File: src/rtl/instruction_fetch.sv
// Fetch stage: PC, in-order imem requests, instruction FIFO and redirect/flush.
// Optional FETCH_PERF_EN macro adds delivered-instruction and redirect counters.
module instruction_fetch #(
    parameter int unsigned       ADDR_W    = 64,
    parameter int unsigned       INSTR_W   = 32,
    parameter int unsigned       BUF_DEPTH = 2,
    parameter logic [ADDR_W-1:0] RESET_PC  = '0
) (
    input  logic               clk,
    input  logic               reset,
    output logic               imem_req_valid,
    input  logic               imem_req_ready,
    output logic [ADDR_W-1:0]  imem_req_addr,
    input  logic               imem_rsp_valid,
    input  logic [INSTR_W-1:0] imem_rsp_data,
    input  logic               PCSrc,
    input  logic [ADDR_W-1:0]  BranchAddress,
    output logic [INSTR_W-1:0] Instruction,
    output logic [ADDR_W-1:0]  Address,
    output logic               instr_valid,
    input  logic               instr_ready,
    output logic [31:0]        perf_fetch_cnt,
    output logic [31:0]        perf_flush_cnt
);

    localparam int unsigned PTR_W = $clog2(BUF_DEPTH);
    localparam int unsigned CNT_W = PTR_W + 1;
    localparam int unsigned SUM_W = CNT_W + 1;

    typedef enum logic [1:0] {
        S_BOOT,
        S_FETCH,
        S_DRAIN
    } state_e;

    state_e              state_q, state_d;
    logic [ADDR_W-1:0]   pc_q, pc_d;
    logic [CNT_W-1:0]    outst_q, outst_d;
    logic [CNT_W-1:0]    stale_q, stale_d;

    logic [INSTR_W-1:0]  ibuf_q [BUF_DEPTH];
    logic [ADDR_W-1:0]   abuf_q [BUF_DEPTH];
    logic [PTR_W-1:0]    wr_q, rd_q;
    logic [CNT_W-1:0]    count_q;

    logic [ADDR_W-1:0]   tag_q [BUF_DEPTH];
    logic [PTR_W-1:0]    tag_wr_q, tag_rd_q;

    logic                credit_ok;
    logic                req_fire;
    logic                push;
    logic                pop;

    assign credit_ok   = (SUM_W'(outst_q) + SUM_W'(count_q)) < SUM_W'(BUF_DEPTH);
    assign req_fire    = imem_req_valid && imem_req_ready;
    assign instr_valid = (count_q != '0);
    assign pop         = instr_valid && instr_ready;
    assign push        = (state_q == S_FETCH) && imem_rsp_valid && !PCSrc;

    assign imem_req_addr = pc_q;
    assign Instruction   = ibuf_q[rd_q];
    assign Address       = abuf_q[rd_q];

    // State, PC and request credit registers
    always_ff @(posedge clk) begin
        if (reset) begin
            state_q <= S_BOOT;
            pc_q    <= RESET_PC;
            outst_q <= '0;
            stale_q <= '0;
        end else begin
            state_q <= state_d;
            pc_q    <= pc_d;
            outst_q <= outst_d;
            stale_q <= stale_d;
        end
    end

    always_comb begin
        state_d        = state_q;
        pc_d           = pc_q;
        outst_d        = outst_q;
        stale_d        = stale_q;
        imem_req_valid = 1'b0;

        case (state_q)
            S_BOOT: begin
                state_d = S_FETCH;
            end
            S_FETCH: begin
                imem_req_valid = credit_ok && !reset;
                if (req_fire) begin
                    pc_d = pc_q + ADDR_W'(4);
                end
                outst_d = outst_q + CNT_W'(req_fire) - CNT_W'(imem_rsp_valid);
            end
            S_DRAIN: begin
                if (imem_rsp_valid && (stale_q != '0)) begin
                    stale_d = stale_q - CNT_W'(1);
                end
                if (stale_d == '0) begin
                    state_d = S_FETCH;
                end
            end
            default: begin
                state_d = S_BOOT;
            end
        endcase

        // Redirect: everything in flight becomes stale; a response this cycle is already dropped
        if (PCSrc) begin
            pc_d = BranchAddress & ~ADDR_W'(3);
            if (state_q == S_FETCH) begin
                stale_d = outst_q + CNT_W'(req_fire) - CNT_W'(imem_rsp_valid);
                outst_d = '0;
                state_d = (stale_d != '0) ? S_DRAIN : S_FETCH;
            end
        end
    end

    // Instruction FIFO plus the in-order tag (request PC) queue
    always_ff @(posedge clk) begin
        if (reset) begin
            ibuf_q   <= '{default: '0};
            abuf_q   <= '{default: '0};
            tag_q    <= '{default: '0};
            wr_q     <= '0;
            rd_q     <= '0;
            count_q  <= '0;
            tag_wr_q <= '0;
            tag_rd_q <= '0;
        end else if (PCSrc) begin
            wr_q     <= '0;
            rd_q     <= '0;
            count_q  <= '0;
            tag_wr_q <= '0;
            tag_rd_q <= '0;
        end else begin
            if (req_fire) begin
                tag_q[tag_wr_q] <= pc_q;
                tag_wr_q        <= tag_wr_q + PTR_W'(1);
            end
            if (push) begin
                ibuf_q[wr_q] <= imem_rsp_data;
                abuf_q[wr_q] <= tag_q[tag_rd_q];
                wr_q         <= wr_q + PTR_W'(1);
                tag_rd_q     <= tag_rd_q + PTR_W'(1);
            end
            if (pop) begin
                rd_q <= rd_q + PTR_W'(1);
            end
            count_q <= count_q + CNT_W'(push) - CNT_W'(pop);
        end
    end

`ifdef FETCH_PERF_EN
    logic [31:0] fetch_cnt_q;
    logic [31:0] flush_cnt_q;

    // Counters wrap silently at 2^32
    always_ff @(posedge clk) begin
        if (reset) begin
            fetch_cnt_q <= '0;
            flush_cnt_q <= '0;
        end else begin
            if (pop) begin
                fetch_cnt_q <= fetch_cnt_q + 32'd1;
            end
            if (PCSrc) begin
                flush_cnt_q <= flush_cnt_q + 32'd1;
            end
        end
    end

    assign perf_fetch_cnt = fetch_cnt_q;
    assign perf_flush_cnt = flush_cnt_q;
`else
    assign perf_fetch_cnt = 32'd0;
    assign perf_flush_cnt = 32'd0;
`endif

endmodule

File: config.mk
export PLATFORM = sky130hd
export DESIGN_NAME = instruction_fetch
export DESIGN_NICKNAME = d
export VERILOG_FILES = /design/src/rtl/instruction_fetch.sv
export SDC_FILE = /design/constraint.sdc
export NUM_CORES = 1
export LEC_CHECK = 0
export CAP_MARGIN = 20
export CORE_ASPECT_RATIO = 1.5
export CORE_MARGIN = 10
export CORE_UTILIZATION = 56
export CTS_CLUSTER_DIAMETER = 120
export CTS_CLUSTER_SIZE = 12
export DETAILED_ROUTE_END_ITERATION = 12
export DONT_BUFFER_PORTS = 1
export PLACE_DENSITY = 0.74
export SLEW_MARGIN = 20
export SYNTH_ARGS = -nofsm -noshare
export SYNTH_HDL_FRONTEND = slang
export SYNTH_SLANG_ARGS = --single-unit
File: constraint.sdc
create_clock -name clk -period 3 [get_ports clk]
set_input_delay 0 -clock clk [delete_from_list [all_inputs] [get_ports clk]]
set_output_delay 0 -clock clk [all_outputs]
set_load 0.05 [all_outputs]
==> impl_results.md <==
* Startpoint types: register
* Setup slack after layout at -101 ps
* Worst-margin pin slew at 929 ps
* Initial antenna violation count at 10
* Pwr/cell area at 521 nW/um2
* DR DRC count at 0
* Clock slew at reported path FFs at 60 ps
* Int Power at 0.00818 W
* Clock Path Buffers at 3
* Total leakage power at 8.04 nW
* Sw power at 0.00318 W
* Worst hold path startpoint: reset
* Critical path type: register to register
* Final WL at 56,500 um
* Detail Route Antenna Nets at 0
* R2R setup slack at -100 ps
* Core Region at approximately 31,000 um2
* Seq/Total Area, Yosys at 0.442
* Synthesized flop and latch total at 386
* CTS tree: done
* Post-Synthesis Cells at 2,105
* Final hold viol count at 161
* Die Area at 38,800 um2
* CP required at ~3500 ps
* Inst Count DP at 2,432
* Fmax at 322 MHz
* Flop pwr share at 0.474
* DR vias at 16,417
* Mapped Area at 17,500 um2
* Power Total at 0.0114 W
* DR vias/cell at between 5 and 6
* Layout cell share with drive strength beyond 1 at 0.119
* First-pass GRT wire length at 87,800 um
* Area grow syn2layout at 24.9%
* Synth top area cells: dfxtp_1, nand2_1, mux2_2
* 1st-iter DRT viols at between 1,000 and 1,500
* Fillers at ~2,400
* Top_reg_cell synth: dfxtp_1
* Worst-case clock skew at 18.8 ps
* Pre-CTS WS at -25.8 ps
* Max_cap viols at 0
* Vias in the first global route at ~16,000
* Final Cycle Share at 1.03
* Num rows at 79
* Pin count of the biggest net entering global routing at 380
* Yosys cell types at between 60 and 70
* Synth top area share at 0.442
* GRT overflow at 0
* IO Count at 328
* Status: finished, violations left
* Failing checks: hold timing, setup timing
* FFs w/ async S/R, synth at 0
* Total iterations of the first detailed-routing run at 6
* Starting density of the core at 0.565
* # port buffers at 0
* Clock power frac at 0.382
* Synth warn at 0
* Hold Crit Class: primary input to register
* Rel. slew slack at 0.378
* Worst Path Arrival at 3550 ps
* Combinational share of power at 0.144
* Critical Path Fanout Max at 7
* All-layer global routing usage at 0.276
* DP HPWL at between 30,000 and 40,000 um
* RSZ-0062 raised after global routing: true
* Switch share at 0.280
* Routability Congestion at 0.879
* Clock Sinks at between 300 and 400
* Cell Count, Final, Fillers Out at 2,761
* Final Setup Violations at 2
* Tmin final at between 3000 and 4000 ps
* Worst r2r src: count_q[0]$_SDFF_PP0_
* WL/cell at 20.5 um
* Clock root buffer: clkbuf_16
* Post-synth EDFFs at 0
* Die height at 236 um
* CP Launch Point: count_q[0]$_SDFF_PP0_
* Syn Area/Cell at between 8 and 9 um2
* Area leader, netlist: dfxtp_1
* Slew Viols, Final at 0
* Fin nets at 2,450
* WHS at -340 ps
* Clk Latency, worst-skew pair at 540 ps
* Chip Width at 164 um
* Number of CTS-inserted buffers at 38
* CP Capture Type: register
* Htree depth at 2
* Worst VDD drop at 0.545 mV
[flip-flops by register name (all words and copies together) (netlist names), named ones only]
register / cells
tag_rd_q: 1
count_q: 2
state_q: 2
rd_q: 1
imem_req_addr: 62
tag_wr_q: 1
ibuf_q: 64
wr_q: 1
tag_q: 124
stale_q: 2
abuf_q: 124
[repair_timing]
action	in CTS	in global routing
buffers inserted	1	5
hold buffers	250	18
setup endpoints to repair	7	19
pin swaps	0	3
endpoints found under the hold margin	384	174
gates resized for setup	4	14
[cell type report]
class	instances	area (um2)	area share
Inverter	23	87.6	0.00401
Timing Repair Buffer	376	3590	0.165
Sequential cell	386	7740	0.355
Tap cell	405	507	0.0232
Antenna cell	11	27.5	0.00126
Multi-Input combinational cell	1516	8820	0.404
Clock inverter	1	11.3	0.000516
Clock buffer	43	1030	0.0474
[placed cells by master (no fill, tap or decap), types with 4 or more instances in the layout]
cell / netlist / final
and4_1: 7 / 7
diode_2: 0 / 11
xnor2_1: 21 / 21
nor2_1: 182 / 180
nand4_1: 29 / 29
a311o_1: 8 / 8
ha_1: 6 / 5
o21a_1: 4 / 4
mux2i_1: 71 / 71
mux2_2: 95 / 95
or4_4: 0 / 4
dfxtp_1: 386 / 382
nor4_1: 24 / 21
nand3_1: 53 / 52
nand3b_1: 5 / 5
and2_1: 16 / 13
buf_4: 70 / 100
a311oi_1: 15 / 13
xor2_1: 7 / 7
a21oi_1: 198 / 198
or3_1: 14 / 13
or4_1: 12 / 8
o2111ai_1: 5 / 5
a211oi_1: 140 / 140
dlygate4sd3_1: 0 / 267
o21ai_0: 19 / 19
nor3_1: 17 / 17
and3_1: 14 / 13
a31oi_1: 5 / 5
clkbuf_16: 0 / 41
inv_1: 22 / 21
buf_12: 0 / 8
nand2_1: 430 / 429
conb_1: 1 / 68
[synthesized netlist by cell type, drive strengths merged (2+ instances only)]
cell type / number
nand2b: 3
or3: 14
a211oi: 140
mux2i: 71
or4: 12
a2111oi: 3
buf: 88
or4b: 2
nand2: 430
nor3: 17
o31a: 3
and2: 16
clkbuf: 159
mux2: 95
o311ai: 2
o31ai: 3
a32oi: 2
o21a: 4
dfxtp: 386
o2111a: 2
nor4: 24
nor4b: 5
xor2: 7
nand3: 53
a311oi: 15
xnor2: 21
a21oi: 198
a221oi: 2
a21o: 2
ha: 6
or2: 2
nor2: 182
o21ai: 19
a311o: 8
and3: 14
o211ai: 3
nand3b: 5
inv: 22
a22oi: 2
a31oi: 5
nand4: 29
and4: 7
nor2b: 3
o2111ai: 5
[per-layer routing]
metal / global-route usage / vias to the layer above / wire length [um] / share of wire
li1: - / 7649 / - / -
met1: 0.303 / 7893 / 20800 / 0.37
met2: 0.475 / 711 / 28500 / 0.50
met3: 0.0795 / 164 / 4760 / 0.084
met4: 0.128 / 0 / 2410 / 0.043
met5: 0 / - / 0 / 0
[worst max-delay path, stage by stage (launching register included)]
cell,delay (ps)
dfxtp_2,320
and2_4,150
fa_1,480
or4b_4,500
or3_4,350
or4_4,470
or4_4,440
a311oi_2,280
[per-stage QoR]
stage               hold WS (ps)   util  instance area (um2)  TNS (ps)
finish                      -340  0.705                21800      -190
floorplan                    109      -                17700      -523
global route                -396  0.705                21800      -459
CTS                         -434  0.695                21500     -37.8
global placement             105  0.579                17900         0
detailed placement           114  0.579                17900     -32.6
[final timing paths]
kind | endpoint | cells after the start
setup / recovery | imem_req_addr[58]$_SDFFE_PP0P_ | 7
hold reg to reg | tag_q[92]$_SDFFE_PP0P_ | 2
hold / removal | tag_q[63]$_SDFFE_PP0P_ | 1
setup reg to reg | imem_req_addr[58]$_SDFFE_PP0P_ | 7
[power groups by stage]
stage / sequential, W / combinational [W] / clock (W)
floorplan: 0.00568 / 0.00105 / 0
detailed placement: 0.00549 / 0.00139 / 0
CTS: 0.00538 / 0.00158 / 0.00438
global route: 0.00540 / 0.00173 / 0.00459
global placement: 0.00548 / 0.00137 / 0
finish: 0.00538 / 0.00164 / 0.00434
[kinds of logic after synthesis]
group / Yosys count / synth area share
adders and majority gates: 7 / 0.00544
xor gates and xnor gates: 29 / 0.0153
and+or+nand+nor: 822 / 0.206
AOI/OAI and AO/OA: 424 / 0.155
other: 1 / 0.000215
buffers and inverters: 270 / 0.0734
DFF: 386 / 0.442
muxes: 166 / 0.102
Note: power is estimated with default switching activity, not from simulation.
